[src/rtl/instr_seq_pkg.sv]
// Shared opcode map, sequencer state encoding and decoded-line payload for instr_seq.
// WAIT state exists only when SINGLE_STEP_EN is defined.
package instr_seq_pkg;

    localparam int unsigned OP_W  = 4;
    localparam int unsigned DEC_W = 16;

    localparam logic [OP_W-1:0] OP_NOP  = 4'h0;
    localparam logic [OP_W-1:0] OP_HALT = 4'h1;
    localparam logic [OP_W-1:0] OP_IN1  = 4'h2;
    localparam logic [OP_W-1:0] OP_OUT1 = 4'h3;
    localparam logic [OP_W-1:0] OP_JMP  = 4'h4;
    localparam logic [OP_W-1:0] OP_JZ   = 4'h5;
    localparam logic [OP_W-1:0] OP_JC   = 4'h6;
    localparam logic [OP_W-1:0] OP_RSL  = 4'h7;
    localparam logic [OP_W-1:0] OP_ADD  = 4'h8;
    localparam logic [OP_W-1:0] OP_SUB  = 4'h9;
    localparam logic [OP_W-1:0] OP_AND1 = 4'hA;
    localparam logic [OP_W-1:0] OP_NOT1 = 4'hB;
    localparam logic [OP_W-1:0] OP_MOVA = 4'hC;
    localparam logic [OP_W-1:0] OP_MOVB = 4'hD;
    localparam logic [OP_W-1:0] OP_MOVC = 4'hE;
    localparam logic [OP_W-1:0] OP_RSR  = 4'hF;

    typedef enum logic [2:0] {
        S_IDLE   = 3'd0,
        S_FETCH  = 3'd1,
        S_EXEC   = 3'd2,
        S_HALTED = 3'd3
`ifdef SINGLE_STEP_EN
        ,
        S_WAIT   = 3'd4
`endif
    } state_t;

    // Field order puts opcode N at bit N of the packed vector.
    typedef struct packed {
        logic rsr;
        logic movc;
        logic movb;
        logic mova;
        logic not1;
        logic and1;
        logic sub;
        logic add;
        logic rsl;
        logic jc;
        logic jz;
        logic jmp;
        logic out1;
        logic in1;
        logic halt;
        logic nop;
    } dec_t;

endpackage

[src/rtl/instr_dec.sv]
// Gated opcode-to-one-hot decoder: one line in EXEC, halt held in HALTED, else all zero.
module instr_dec
    import instr_seq_pkg::*;
(
    input  logic [OP_W-1:0] i_op,
    input  logic            i_exec,
    input  logic            i_halted,
    output dec_t            o_dec
);

    always_comb begin
        o_dec = '0;
        if (i_exec) begin
            o_dec = dec_t'(DEC_W'(1) << i_op);
        end else if (i_halted) begin
            o_dec.halt = 1'b1;
        end
    end

endmodule

[src/rtl/instr_seq.sv]
// Instruction sequencer: IDLE/FETCH/EXEC/HALTED control with retired-instruction counter.
// Optional single-step (WAIT state, step synchroniser) under SINGLE_STEP_EN.
module instr_seq
    import instr_seq_pkg::*;
#(
    parameter int unsigned CNT_W = 16
) (
    input  logic             i_clk,
    input  logic             i_rst_n,
`ifdef SINGLE_STEP_EN
    input  logic             i_step_mode,
    input  logic             i_step,
`endif
    input  logic [7:0]       i_ir,
    input  logic             i_run,
    output logic             o_nop,
    output logic             o_halt,
    output logic             o_in1,
    output logic             o_out1,
    output logic             o_jmp,
    output logic             o_jz,
    output logic             o_jc,
    output logic             o_rsl,
    output logic             o_add,
    output logic             o_sub,
    output logic             o_and1,
    output logic             o_not1,
    output logic             o_mova,
    output logic             o_movb,
    output logic             o_movc,
    output logic             o_rsr,
    output logic             o_sm,
    output logic             o_run_en,
    output logic             o_halted,
    output logic [CNT_W-1:0] o_instr_cnt
);

    state_t           r_state;
    logic             r_sm;
    logic             r_run_en;
    logic             r_halted;
    logic [CNT_W-1:0] r_instr_cnt;
    logic [OP_W-1:0]  w_op;
    logic             w_exec;
    logic             w_ir_unused;
    dec_t             w_dec;

    assign w_op        = i_ir[7:4];
    assign w_ir_unused = ^i_ir[3:0];
    assign w_exec      = (r_state == S_EXEC);

`ifdef SINGLE_STEP_EN
    logic r_step_meta;
    logic r_step_sync;
    logic r_step_prev;
    logic w_step_rise;

    assign w_step_rise = r_step_sync & ~r_step_prev;

    // Two-flop synchroniser plus edge-detect history for the asynchronous step request.
    always_ff @(posedge i_clk) begin
        if (!i_rst_n) begin
            r_step_meta <= 1'b0;
            r_step_sync <= 1'b0;
            r_step_prev <= 1'b0;
        end else begin
            r_step_meta <= i_step;
            r_step_sync <= r_step_meta;
            r_step_prev <= r_step_sync;
        end
    end
`endif

    // Sequencer; status outputs are registered alongside the state they describe.
    always_ff @(posedge i_clk) begin
        if (!i_rst_n) begin
            r_state     <= S_IDLE;
            r_sm        <= 1'b0;
            r_run_en    <= 1'b0;
            r_halted    <= 1'b0;
            r_instr_cnt <= '0;
        end else begin
            case (r_state)
                S_IDLE: begin
                    if (i_run) begin
                        r_state  <= S_FETCH;
                        r_run_en <= 1'b1;
                    end
                end
                S_FETCH: begin
                    r_state  <= S_EXEC;
                    r_sm     <= 1'b1;
                    r_run_en <= 1'b1;
                end
                S_EXEC: begin
                    r_instr_cnt <= r_instr_cnt + CNT_W'(1);
                    if (w_op == OP_HALT) begin
                        r_state  <= S_HALTED;
                        r_sm     <= 1'b1;
                        r_run_en <= 1'b0;
                        r_halted <= 1'b1;
`ifdef SINGLE_STEP_EN
                    end else if (i_step_mode) begin
                        r_state  <= S_WAIT;
                        r_sm     <= 1'b0;
                        r_run_en <= 1'b0;
`endif
                    end else begin
                        r_state  <= S_FETCH;
                        r_sm     <= 1'b0;
                        r_run_en <= 1'b1;
                    end
                end
                S_HALTED: begin
                    r_state <= S_HALTED;
                end
`ifdef SINGLE_STEP_EN
                // Leave on a step edge, or immediately once single-step is switched off.
                S_WAIT: begin
                    if (w_step_rise || !i_step_mode) begin
                        r_state  <= S_FETCH;
                        r_run_en <= 1'b1;
                    end
                end
`endif
                default: begin
                    r_state  <= S_IDLE;
                    r_sm     <= 1'b0;
                    r_run_en <= 1'b0;
                    r_halted <= 1'b0;
                end
            endcase
        end
    end

    instr_dec u_instr_dec (
        .i_op     (w_op),
        .i_exec   (w_exec),
        .i_halted (r_halted),
        .o_dec    (w_dec)
    );

    assign o_nop       = w_dec.nop;
    assign o_halt      = w_dec.halt;
    assign o_in1       = w_dec.in1;
    assign o_out1      = w_dec.out1;
    assign o_jmp       = w_dec.jmp;
    assign o_jz        = w_dec.jz;
    assign o_jc        = w_dec.jc;
    assign o_rsl       = w_dec.rsl;
    assign o_add       = w_dec.add;
    assign o_sub       = w_dec.sub;
    assign o_and1      = w_dec.and1;
    assign o_not1      = w_dec.not1;
    assign o_mova      = w_dec.mova;
    assign o_movb      = w_dec.movb;
    assign o_movc      = w_dec.movc;
    assign o_rsr       = w_dec.rsr;
    assign o_sm        = r_sm;
    assign o_run_en    = r_run_en;
    assign o_halted    = r_halted;
    assign o_instr_cnt = r_instr_cnt;

endmodule

[config.mk]
export PLATFORM = sky130hd
export DESIGN_NAME = instr_seq
export DESIGN_NICKNAME = d
export VERILOG_FILES = /design/src/rtl/instr_seq_pkg.sv /design/src/rtl/instr_dec.sv /design/src/rtl/instr_seq.sv
export SDC_FILE = /design/constraint.sdc
export NUM_CORES = 1
export LEC_CHECK = 0
export ABC_AREA = 1
export BUFFER_PORTS_ARGS = -buffer_cell sky130_fd_sc_hd__buf_2
export CORE_ASPECT_RATIO = 0.7
export CORE_MARGIN = 1.5
export CORE_UTILIZATION = 50
export CTS_BUF_LIST = sky130_fd_sc_hd__clkbuf_4
export CTS_CLUSTER_DIAMETER = 30
export CTS_CLUSTER_SIZE = 30
export DETAILED_ROUTE_END_ITERATION = 8
export GPL_TIMING_DRIVEN = 0
export PLACE_DENSITY = 0.82
export SYNTH_ARGS = -nofsm -noshare
export SYNTH_HDL_FRONTEND = slang
export SYNTH_HIERARCHICAL = 1
export SYNTH_SLANG_ARGS = --single-unit
[constraint.sdc]
create_clock -name i_clk -period 1.8 [get_ports i_clk]
set_input_delay 0.27 -clock i_clk [delete_from_list [all_inputs] [get_ports i_clk]]
set_output_delay 0.27 -clock i_clk [all_outputs]
set_load 0.05 [all_outputs]
# After elaboration in Yosys (flattened, before gate mapping)
# Index checks and enable logic that the tools add are counted.
# op_classes
mux	14
addsub	1
div_mod_pow	0
magnitude_cmp	0
shifts	1
n_reduce_logical	5
n_mul	0
bitwise_logic	2
n_eq_ne	6
# ops
operator	n
adder 16 x 1 -> 16 bit (second input constant)	1
<< shifter 1 x 4 -> 16 bit (first input constant)	1
two-way mux 14 bit	1
case mux 3 bit (4 select lines)	1
two-way mux 1 bit	7
equality test 3 x 2 -> 1 bit (second input constant)	2
equality test 4 x 1 -> 1 bit (second input constant)	1
inequality test 2 bit (second input constant)	2
case mux 1 bit (4 select lines)	1
AND reduction 2 bit	2
equality test 3 x 1 -> 1 bit (second input constant)	1
zero test 3 bit	1
two-way mux 3 bit	1
case mux 1 bit (3 select lines)	1
OR reduction 3 bit	1
two-way mux 2 bit	1
NOT 1 bit	2
case mux 1 bit (2 select lines)	1
OR reduction 2 bit	1
# totals
latch_bits	0
input_bits	11
ff_bits	22
out_inout_bits	35
memories	0
rom_bits	0
mem_bits_rw	0

# Logic depth before layout (Yosys ltp)
# Gate-level depths: netlist of the first run.
# logic_depth
depth_word	4
ltp_mapped	10
depth_no_buf	9

# Modules after synthesis
# Netlist of the first run, hierarchy kept.
# by_module_without_submodules
mod	n_inst	cells_per_inst	seq_area_each_um2	area_per_inst_um2
instr_seq	1	152	420.4	1111.1
instr_dec	1	34	0.0	141.4

# Least setup slack after synthesis of the first run
# No wires, ideal clock.
# synth_path
path_kind	flip-flop to output port
start	register r_state[0]
end	output o_in1
setup_slack_ns	-0.041
stages_incl_launch_ff	7
n_path_buf	0
arrival_ns	1.571
required_time_ns	1.530
cell_sequence	dfxtp_1 -> inv_1 -> ha_1 -> inv_1 -> nor2_2 -> inv_1 -> nor2_1
# synth_via
elab_chain_len	2
# synth_rtl
element	line_no	source
start, declared	instr_seq.sv:38	state_t r_state;
start signal, assigned	instr_seq.sv:77	r_state <= S_IDLE;
start signal, assigned	instr_seq.sv:86	r_state <= S_FETCH;
start signal, assigned	instr_seq.sv:91	r_state <= S_EXEC;
equality test 3 x 2 -> 1 bit	instr_seq.sv:50	assign w_exec = (r_state == S_EXEC);
net w_exec	instr_seq.sv:44	logic w_exec;
two-way mux 14 bit	instr_dec.sv:13	if (i_exec) begin
end, declared	instr_seq.sv:18	output logic o_in1,
# The timed path passes the listed nets, and every way through them passes these cells.

# Worst setup path after layout of the first run
# Same ends and word-level chain as after synthesis.

==> results of run 1 <==
stage by stage:
step / std cells / setup TNS, ps / util / hold slack, ps
6_report: 265 / 0 / 0.719 / 254
5_1_grt: 265 / -92.1 / 0.719 / 256
3_3_place_gp: 259 / 0 / 0.663 / 481
2_1_floorplan: 186 / -243 / - / 408
3_5_place_dp: 259 / 0 / 0.663 / 480
4_1_cts: 264 / 0 / 0.694 / 240
layout make-up:
type / count / share of cell area
Sequential cell: 21 / 0.262
Multi-Input combinational cell: 136 / 0.457
Inverter: 27 / 0.0639
Buffer: 2 / 0.0100
Tap cell: 32 / 0.0246
Clock buffer: 4 / 0.0185
Timing Repair Buffer: 43 / 0.165
report_power, final:
group | leakage (nW) | total (mW) | internal, mW | switching [mW]
logic | 0.582 | 0.300 | 0.0933 | 0.207
clock network | 0.0184 | 0.236 | 0.101 | 0.134
registers | 0.171 | 0.520 | 0.493 | 0.0268
total | 0.772 | 1.06 | 0.688 | 0.368
how the worst max path moves through the flow:
stage	startpoint	end	slack, ps	cells after the start
after floorplan	r_state[0]$_SDFFE_PN0P_	o_in1	-40	6
after global placement	r_state[0]$_SDFFE_PN0P_	o_nop	140	7
after detailed placement	r_state[0]$_SDFFE_PN0P_	o_jmp	120	7
after CTS	r_state[0]$_SDFFE_PN0P_	o_jz	7	7
after global routing	r_state[0]$_SDFFE_PN0P_	o_in1	-30	7
final	r_state[0]$_SDFFE_PN0P_	o_in1	40	7
sequential cells by signal, summed over array words and instances (netlist names):
name / count
o_instr_cnt: 16
r_state: 2
o_halted: 1
o_run_en: 1
o_sm: 1
critical path: stages (launching register included):
cell     delay (ps)
dfxtp_4         380
inv_4            60
ha_4            140
inv_1            60
nor2_2          130
inv_2           110
nor2_2          150
buf_6           170
what timing repair did:
item                       in CTS  in global routing
hold endpoints to repair        0                  0
setup endpoints to repair      16                 16
resized for setup              11                 19
setup buffers                   1                  1
pin swaps                       0                  2
logic make-up (layout without fill, tap and decap cells):
logic type,after synthesis,after routing,share of synthesized area
compound gates,22,22,0.0919
fa+ha+maj,7,7,0.0699
flops,21,21,0.336
simple gates,105,105,0.395
buf+inv,29,76,0.0939
xor+xnor,2,2,0.0140
placed cells by master (no fill, tap or decap):
master,synthesis,routed
nand3_1,18,18
ha_1,7,6
nand3b_1,1,1
ha_4,0,1
nand2_1,32,31
nand4_1,1,1
nand2_4,2,2
buf_2,1,32
nor3_1,3,3
o211ai_1,1,1
nand2_2,2,3
nor2_4,4,4
inv_1,25,23
nor2_2,4,9
buf_6,1,7
buf_4,0,3
o21ai_0,8,8
inv_2,2,3
a211oi_1,1,1
clkbuf_4,0,7
nor3b_1,2,2
dfxtp_2,0,1
inv_4,0,1
a21oi_1,12,12
dfxtp_1,21,19
dfxtp_4,0,1
nor2_1,36,31
xor2_1,2,2
metal layers:
layer,up-vias,routed length [µm]
met5,-,0
met2,32,1260
met4,0,26
met3,4,152
li1,685,-
met1,553,1420
==> impl_metrics.env, run 1 <==
export IMPL_status="finished, final reports clean"
export IMPL_hold_start="i_rst_n"
export IMPL_p_total_mw=1.06
export IMPL_hold_buffers=0
export IMPL_io_buffers=41
export IMPL_drt_vias_per_instance=4.81
export IMPL_period_needed_ps=1760
export IMPL_synthTopCellsByCount="nor2_1, nand2_1, inv_1"
export IMPL_ys_types=22
export IMPL_worstSetupPathType="reg -> out"
export IMPL_top_usage_layer="met2"
export IMPL_tritoncts="built"
export IMPL_ctsHtreeMaxLevel=1
export IMPL_num_antenna_cells=0
export IMPL_final_hold_violation_count=0
export IMPL_vdd_drop_max_v=0.000700
export IMPL_area_growth_pct=29.8
export IMPL_place_ws_ps=123
export IMPL_antenna_found_initial=0
export IMPL_grtUsageMet2=0.312
export IMPL_wl_per_cell_um=10.8
export IMPL_cap_violations=0
export IMPL_rsz0062_at_grt="true"
export IMPL_clockBufferDepth=2
export IMPL_ys_ff_latch=21
export IMPL_vias=1274
export IMPL_dieArea_um2=2820
export IMPL_ys_top_cells_by_area="dfxtp_1, nor2_1, nand2_1"
export IMPL_dr_pass1_iters=4
export IMPL_yosysWarningCount=6
export IMPL_reg2reg_depth=11
export IMPL_cp_arrival_ps=1490
export IMPL_core_area_um2=2260
export IMPL_clk_pin_slew_ps=110
export IMPL_synthArstFlopShare=0
export IMPL_rows=14
export IMPL_gr_total_overflow=0
export IMPL_layout_drive_gt1_share=0.318
export IMPL_grt_max_degree=12
export IMPL_die_h_um=44.9
export IMPL_ys_seq_area_frac=0.336
export IMPL_whs_endpoint="o_instr_cnt[0]$_SDFFE_PN0P_"
export IMPL_slew_viol_final=0
export IMPL_cp_start_kind="flip-flop"
export IMPL_fin_crit_sh=0.980
export IMPL_ios=46
export IMPL_cellPowerDensity_nw_per_um2=650
export IMPL_fmax_ghz=0.567
export IMPL_numCtsBuffers=3
export IMPL_worst_setup_path_end_kind="output port"
export IMPL_start_util=0.554
export IMPL_finish_net_count=252
export IMPL_syn_avg_cell_area_um2=6.73
export IMPL_crit_required_ps=1530
export IMPL_holdCritPathClass="in -> reg"
export IMPL_clk_latency_ps=300
export IMPL_setup_viol=0
export IMPL_clock_skew_ps=12.1
export IMPL_multi_input_area_um2=742
export IMPL_min_path_cells=3
export IMPL_p_leak_nw=0.772
export IMPL_use_met3=0.0449
export IMPL_worst_pin_slew_ps=242
export IMPL_grt_pass1_vias=1031
export IMPL_dp_hpwl_um=2120
export IMPL_synth_edf_count=0
export IMPL_syn_area_um2=1250
export IMPL_layout_setup_ws_ps=36.5
export IMPL_rrSetupSlack_ps=310
export IMPL_syn_nets=204
export IMPL_gp_congestion=0.810
export IMPL_track_usage=0.200
export IMPL_ys_flop_type="dfxtp_1"
export IMPL_root_buffer="clkbuf_4"
export IMPL_drt_first_iter_violations=59
export IMPL_register_area_um2=425
export IMPL_postPlaceCellArea_um2=1500
export IMPL_routed_wl_um=2860
export IMPL_synth_top_area_frac=0.336
export IMPL_synth_most_common_cell="nor2_1"
export IMPL_path_max_fanout=7
export IMPL_netlist_instances=186
export IMPL_globalRouteMet1Util=0.281
export IMPL_rr_startpoint="r_state[0]$_SDFFE_PN0P_"
export IMPL_design_area_um2=1630
export IMPL_grt_pass1_wl_um=4430
export IMPL_fillerInstances=182
export IMPL_clock_sinks=21
export IMPL_drc=0
export IMPL_die_x_um=62.8
export IMPL_synth_top_cell_by_area="dfxtp_1"
export IMPL_r2r_end="o_instr_cnt[15]$_SDFFE_PN0P_"
export IMPL_max_slew_margin=0.838
export IMPL_ant_nets=0
Note: power is estimated with default switching activity, not from simulation.
==> inputs of run 2 (changes only) <==
Settings changed: BUFFER_PORTS_ARGS -buffer_cell sky130_fd_sc_hd__buf_2 to -buffer_cell sky130_fd_sc_hd__buf_4, CAP_MARGIN set to 20.
Clock period 1.8 ns to 1.7 ns, I/O delays scaled along.
==> impl_metrics.env, run 2 (synthesis results as in run 1) <==
export IMPL_p_int_uw=753
export IMPL_min_path_cells=3
export IMPL_final_hold_violation_count=0
export IMPL_clk_pin_slew_ps=120
export IMPL_status="finished, final reports clean"
export IMPL_root_buffer="clkbuf_4"
export IMPL_die_h_um=44.9
export IMPL_antenna_found_initial=0
export IMPL_tritoncts="built"
export IMPL_swShare=0.354
export IMPL_vdd_drop_max_v=0.000544
export IMPL_fin_crit_sh=0.972
export IMPL_pwr_share_seq=0.471
export IMPL_core_area_um2=2260
export IMPL_finish_net_count=253
export IMPL_largest_reg_flops=16
export IMPL_drc=0
export IMPL_ctsHtreeMaxLevel=1
export IMPL_max_slew_margin=0.836
export IMPL_cp_arrival_ps=1400
export IMPL_clock_skew_ps=7.08
export IMPL_layout_drive_gt1_share=0.355
export IMPL_grt_pass1_vias=1161
export IMPL_layout_commonest_cell="buf_4"
export IMPL_dieArea_um2=2820
export IMPL_clock_sinks=21
export IMPL_clk_latency_ps=300
export IMPL_reg2reg_depth=10
export IMPL_fin_tns_setup_ps=0
export IMPL_p_clk_frac=0.220
export IMPL_numCtsBuffers=3
export IMPL_num_antenna_cells=0
export IMPL_slowest_delay_ps=340
export IMPL_layout_setup_ws_ps=47.3
export IMPL_place_ws_ps=69.2
export IMPL_track_usage=0.229
export IMPL_path_cells="inv_2 -> ha_4 -> inv_2 -> nor2_4 -> inv_4 -> nor2_2 -> buf_6"
export IMPL_crit_required_ps=1440
export IMPL_gp_congestion=0.823
export IMPL_wl_per_cell_um=11.9
export IMPL_worst_pin_slew_ps=245
export IMPL_dp_hpwl_um=2430
export IMPL_grt_max_degree=12
export IMPL_gr_total_overflow=0
export IMPL_fmax_ghz=0.605
export IMPL_start_util=0.554
export IMPL_area_growth_pct=39.4
export IMPL_vias=1363
export IMPL_routed_wl_um=3170
export IMPL_ant_nets=0
export IMPL_worst_setup_path_end_kind="output port"
export IMPL_period_needed_ps=1650
export IMPL_power_frac_comb=0.309
export IMPL_cp_start_kind="flip-flop"
export IMPL_slew_viol_final=0
export IMPL_clockBufferDepth=2
export IMPL_rows=14
export IMPL_ios=46
export IMPL_path_max_fanout=7
export IMPL_p_leak_nw=0.783
export IMPL_most_common_layout_cells="buf_4, nand2_1, nor2_1"
export IMPL_holdCritPathClass="in -> reg"
export IMPL_worstSetupPathType="reg -> out"
export IMPL_grt_pass1_wl_um=5050
export IMPL_drt_first_iter_violations=60
export IMPL_drt_vias_per_instance=5.12
export IMPL_cellPowerDensity_nw_per_um2=668
export IMPL_io_buffers=41
export IMPL_cap_violations=0
export IMPL_setup_viol=0
export IMPL_slowest_stage="dfxtp_2"
export IMPL_dr_pass1_iters=4
export IMPL_die_x_um=62.8
export IMPL_cpMostUsedCell="inv_2"
export IMPL_power_switching_uw=412
export IMPL_rsz0062_at_grt="true"
run 2: changes by cell type in the layout (fill, tap and decap cells not counted), sizes merged:
cell | previous run | this run
clkbuf | 7 | 4
buf | 42 | 46
run 2: cell type report:
cell class / count / area [µm²]
buffer: 2 / 16.3
clock buffer: 4 / 30.0
fill: 177 / 514
inverter: 27 / 104
multi-input combinational: 136 / 769
sequential: 21 / 425
tap: 32 / 40.0
timing repair buffer: 44 / 360
run 2: final timing paths:
path	slack (ps)	from	endpoint
worst min-delay path	240	i_rst_n	o_instr_cnt[0]$_SDFFE_PN0P_
worst max register to register	190	r_state[0]$_SDFFE_PN0P_	o_instr_cnt[14]$_SDFFE_PN0P_
worst min register to register	500	o_halted$_SDFFE_PN0P_	o_halted$_SDFFE_PN0P_
worst max-delay path	50	r_state[0]$_SDFFE_PN0P_	o_nop
run 2: through the flow:
| step | util | hold WS [ps] | instances | power [mW] | instance area [µm²] |
|---|---|---|---|---|---|
| 2_1_floorplan | - | 393 | 186 | 0.777 | 1260 |
| 3_3_place_gp | 0.714 | 475 | 259 | 0.857 | 1610 |
| 3_5_place_dp | 0.714 | 481 | 259 | 0.873 | 1610 |
| 4_1_cts | 0.769 | 230 | 266 | 1.16 | 1740 |
| 5_1_grt | 0.772 | 237 | 266 | 1.22 | 1750 |
| 6_report | 0.772 | 236 | 266 | 1.17 | 1750 |
run 2: critical path, delay by kind of cell (launching register included):
family | cells | cell delay [ps]
simple gates | 2 | 230
flops | 1 | 340
fa+ha+maj | 1 | 150
buf+inv | 4 | 380
run 2: per-layer routing:
layer  track usage  share of wire
met1         0.304           0.45
met3        0.0449          0.056
met4        0.0578          0.011
met2         0.394           0.48
met5             0              0
run 2: power groups by stage:
stage	combinational [mW]	sequential (mW)	clock [mW]
after floorplan	0.159	0.618	0
after global placement	0.304	0.553	0
after detailed placement	0.317	0.556	0
after CTS	0.352	0.548	0.264
after global routing	0.389	0.551	0.277
final	0.360	0.549	0.257
run 2: repair_timing:
action,in CTS,in global routing
cloned,0,0
gates resized for setup,24,3
endpoints found under the setup margin,16,8
hold buffers,0,0
pin swaps,3,2
setup buffers,3,0
